**src/rtl/ace_rr_arbiter.sv**
```systemverilog
// rtl/ace_rr_arbiter.sv - N-master request arbiter with held grant, round-robin or fixed priority
module ace_rr_arbiter #(
    parameter int NUM_MASTERS = 8,
    parameter int IDX_W       = (NUM_MASTERS > 1) ? $clog2(NUM_MASTERS) : 1,
    parameter bit RR_MODE     = 1'b1
) (
    input  logic                   ACLK,
    input  logic                   ARESETn,
    input  logic [NUM_MASTERS-1:0] req,
    input  logic                   txn_done,
    output logic [NUM_MASTERS-1:0] grant,
    output logic [IDX_W-1:0]       grant_idx,
    output logic                   grant_valid
);

    localparam logic [0:0] ST_IDLE = 1'b0;
    localparam logic [0:0] ST_BUSY = 1'b1;

    // One extra bit so base+offset can be folded back below NUM_MASTERS
    localparam logic [IDX_W:0] N_EXT = (IDX_W+1)'(NUM_MASTERS);

    logic [0:0]             state_q, state_d;
    logic [NUM_MASTERS-1:0] grant_q, grant_d;
    logic [IDX_W-1:0]       idx_q, idx_d;
    logic [IDX_W-1:0]       ptr_q, ptr_d;

    logic [IDX_W-1:0]       scan_base;
    logic                   win_found;
    logic [IDX_W-1:0]       win_idx;
    logic [IDX_W:0]         cand;
    logic [IDX_W:0]         win_plus1;
    logic [IDX_W-1:0]       ptr_wrap;

    // Fixed priority is simply a scan that always starts at index 0
    assign scan_base = RR_MODE ? ptr_q : '0;

    // Scan base, base+1, ... modulo NUM_MASTERS; walking downward lets the nearest requester win
    always_comb begin
        win_found = 1'b0;
        win_idx   = '0;
        cand      = '0;
        for (int k = NUM_MASTERS - 1; k >= 0; k--) begin
            cand = {1'b0, scan_base} + (IDX_W+1)'(k);
            if (cand >= N_EXT) begin
                cand = cand - N_EXT;
            end
            if (req[cand[IDX_W-1:0]]) begin
                win_found = 1'b1;
                win_idx   = cand[IDX_W-1:0];
            end
        end
    end

    // Pointer moves just past the winner, wrapping at NUM_MASTERS rather than 2**IDX_W
    always_comb begin
        win_plus1 = {1'b0, win_idx} + (IDX_W+1)'(1);
        ptr_wrap  = (win_plus1 >= N_EXT) ? '0 : win_plus1[IDX_W-1:0];
    end

    // Arbitrate when idle or when the held transaction finishes; otherwise freeze everything
    always_comb begin
        state_d = state_q;
        grant_d = grant_q;
        idx_d   = idx_q;
        ptr_d   = ptr_q;
        if ((state_q == ST_IDLE) || txn_done) begin
            if (win_found) begin
                state_d = ST_BUSY;
                idx_d   = win_idx;
                grant_d = NUM_MASTERS'(1) << win_idx;
                if (RR_MODE) begin
                    ptr_d = ptr_wrap;
                end
            end else begin
                state_d = ST_IDLE;
                idx_d   = '0;
                grant_d = '0;
            end
        end
    end

    // State and output registers; reset drops the grant immediately
    always_ff @(posedge ACLK or negedge ARESETn) begin
        if (!ARESETn) begin
            state_q <= ST_IDLE;
            grant_q <= '0;
            idx_q   <= '0;
            ptr_q   <= '0;
        end else begin
            state_q <= state_d;
            grant_q <= grant_d;
            idx_q   <= idx_d;
            ptr_q   <= ptr_d;
        end
    end

    assign grant       = grant_q;
    assign grant_idx   = idx_q;
    assign grant_valid = (state_q == ST_BUSY);

endmodule

```
**config.mk**
```make
export PLATFORM = sky130hd
export DESIGN_NAME = ace_rr_arbiter
export DESIGN_NICKNAME = d
export VERILOG_FILES = /design/src/rtl/ace_rr_arbiter.sv
export SDC_FILE = /design/constraint.sdc
export NUM_CORES = 1
export LEC_CHECK = 0
export ABC_CLOCK_PERIOD_IN_PS = 3900
export BUFFER_PORTS_ARGS = -buffer_cell sky130_fd_sc_hd__buf_4
export CELL_PAD_IN_SITES_DETAIL_PLACEMENT = 1
export CELL_PAD_IN_SITES_GLOBAL_PLACEMENT = 1
export CORE_MARGIN = 3
export CORE_UTILIZATION = 45
export DETAILED_ROUTE_END_ITERATION = 16
export GPL_ROUTABILITY_DRIVEN = 0
export PLACE_DENSITY = 0.81
export RECOVER_POWER = 25
export SLEW_MARGIN = 10
export SYNTH_ARGS = -nofsm -noshare
export SYNTH_HDL_FRONTEND = slang
export SYNTH_SLANG_ARGS = --single-unit
```
**constraint.sdc**
```tcl
create_clock -name ACLK -period 3.9 [get_ports ACLK]
set_input_delay 0.78 -clock ACLK [delete_from_list [all_inputs] [get_ports ACLK]]
set_output_delay 0.78 -clock ACLK [all_outputs]
set_load 0.02 [all_outputs]
```
==> flow_summary.toml <==
[clock_tree]
hold_buffers = 0
worstSkewPairLatency_ps = 250
post_cts_resized = 0
cts_tree = "built"
cts_buffer_depth = 2
cts_buffers = 3
clkTransAtPathRegs_ps = 60
htreeDepth = 1
clock_sinks = 15
cts_root_buffer = "clkbuf_8"
post_cts.repair.setup_buffers = 0

[yosys]
syn_area_per_cell_um2 = 9.965
netlist_instances = 168
synthArstFlopShare_pct = 100.0
synth_top_area_share_pct = 22.42
ys_seq_area_share_pct = 22.42
synth-simple-area-share_pct = 15.17
yosys.area_share.adder_pct = 5.979
synth_cell_type_count = 50
syn_nets = 187
syn-cell-area_um2 = 1674
synth_mux_area_share_pct = 25.64
synth_top_family_by_area = "multiplexers"
ys_warn_count = 0
yosys.area.top_type = "dfrtp_1"
ys_ff_latch = 15
ys.flop_type = "dfrtp_1"
synth_compound_area_share_pct = 20.55
synth_edf_count = 0
yosys.area_share.xor_xnor_pct = 3.737
synth_area_leaders = "dfrtp_1, mux4_2, mux2i_1"

[critical_path]
worstPathMaxFanout = 24
r2r_slack_ps = 230
crit_arrival_ps = 3780
cp-end-kind = "register"
worstPathRequired_ps = 4010
rr_endpoint = "ptr_q[2]$_DFFE_PN0P_"
crit-reg2reg-launch = "ptr_q[0]$_DFFE_PN0P_"
critPathKind = "register to register"
reg2reg_depth = 13
crit_path_start_kind = "register"

[sta]
worst_pin_slew_ps = 853.0
timing.final.crit_period_ps = 3667
fmax_ghz = 0.2727
setup_ws_ps = 233.5
rsz0062_at_grt = "no"
hold_viol_final = 0
relSlewSlack_pct = 43.02
final.setup.tns_ps = 0
min_period_over_period_pct = 94.01
timing.hold.ws_ps = 482.3
setup_viol = 0
clock_skew_ps = 4.011
slew_violations = 0

[global_route]
grt_antenna_before_repair = 0
gr-total-overflow = 0
grt_max_degree = 25
grt_usage_pct = 22.77
grt_pass1_wl_um = 7672
grt_pass1_vias = 1533

[final_layout]
area_growth_pct = 12.85
n_antenna_cell = 0
layout-drive-gt1-share_pct = 27.66
mostFrequentLayoutCells = "buf_4, nand2_1, dfrtp_1, mux2i_1"
nNetsFinal = 208
mostFrequentLayoutCell = "buf_4"

[hold_path]
hold_end = "grant[7]$_DFFE_PN0N_"
hp-class = "register to register"
hp-start = "grant[7]$_DFFE_PN0N_"
whs_path_depth = 2

[flow_run]
cap_violations = 0

[floorplanning]
die_area_um2 = 4488
coreArea_um2 = 3468
placementRows = 21
die_x_um = 67.00
io-pin-count = 23
initial_utilization_pct = 48.27
die_y_um = 67.00

[route]
num_vias = 1443
via_per_inst = 6.167
drc_errors = 0
drt-total-wl_um = 4587
firstDrtPassIters = 4
wire_per_inst_um = 19.60
ant_nets = 0
drtIter0Drc = 53

[status]
status = "complete, no violations"

[placement]
hpwl_um = 3635
dp_slack_ps = 311.5
port_buffers = 22
## critical path: stages (launching register included)
cell and delay (ps):
dfrtp_1 380, buf_4 230, ha_1 330, xnor2_4 340, mux2i_1 160, a221oi_1 490
o21ai_0 210, a21oi_1 300, and2_1 270, inv_1 90, ha_1 240, ha_1 270
mux2i_1 140, a31oi_1 60
## how the worst max path moves through the flow
stage	from	to	slack, ps	depth (start not counted)
floorplan	ptr_q[1]$_DFFE_PN0P_	ptr_q[2]$_DFFE_PN0P_	500	15
global placement	ptr_q[0]$_DFFE_PN0P_	ptr_q[2]$_DFFE_PN0P_	510	13
detailed placement	ptr_q[0]$_DFFE_PN0P_	ptr_q[2]$_DFFE_PN0P_	310	12
CTS	ptr_q[0]$_DFFE_PN0P_	ptr_q[2]$_DFFE_PN0P_	300	12
global route	ptr_q[0]$_DFFE_PN0P_	ptr_q[2]$_DFFE_PN0P_	0.7	13
finish	ptr_q[0]$_DFFE_PN0P_	ptr_q[2]$_DFFE_PN0P_	230	13
## Yosys cell counts, drive strengths merged, types with 4 or more instances
library cell and n:
a21oi 7, a22oi 4, a32o 6, and2 5
buf 9, dfrtp 15, ha 8, inv 6
mux2 7, mux2i 14, mux4 9, nand2 21
nor2 9, nor2b 5, o21ai 5
## per-layer routing
| metal | vias up | track usage (%) | share of wire [%] |
|---|---|---|---|
| met4 | 0 | 3.544 | 0.63 |
| met3 | 4 | 4.384 | 4.7 |
| li1 | 678 | - | - |
| met2 | 32 | 39.11 | 51 |
| met5 | - | 0 | 0 |
| met1 | 729 | 29.95 | 44 |
## per-stage QoR
step                      util (%)  instances  cell area, um^2
after detailed placement     53.17        230             1844
after floorplan                  -        168             1674
after CTS                    54.51        234             1891
after global routing         54.47        234             1889
final                        54.47        234             1889
after global placement       53.17        230             1844
## logic make-up (layout without fill, tap and decap cells)
kind of cell,count (synthesis),after routing
simple gates,52,52
compound gates,41,41
mux,30,30
buf+inv,17,37
flops,15,15
fa+ha+maj,8,8
xor+xnor,5,5
## cell type report
cell class / instances / area, um^2
flip-flops and latches: 15 / 375.4
clock inverters: 1 / 5.005
fillers: 418 / 1579
multi-input cells: 136 / 1192
well taps: 46 / 57.56
inverters: 7 / 26.28
repair buffers: 26 / 191.4
clock buffers: 3 / 41.29
## state kept, by name, summed over array words and instances (netlist names)
name,flops
grant,8
grant_idx,3
grant_valid,1
ptr_q,3
Power is not shown: default switching activity piles up to over one toggle a cycle in this logic, so the estimate is an artifact.
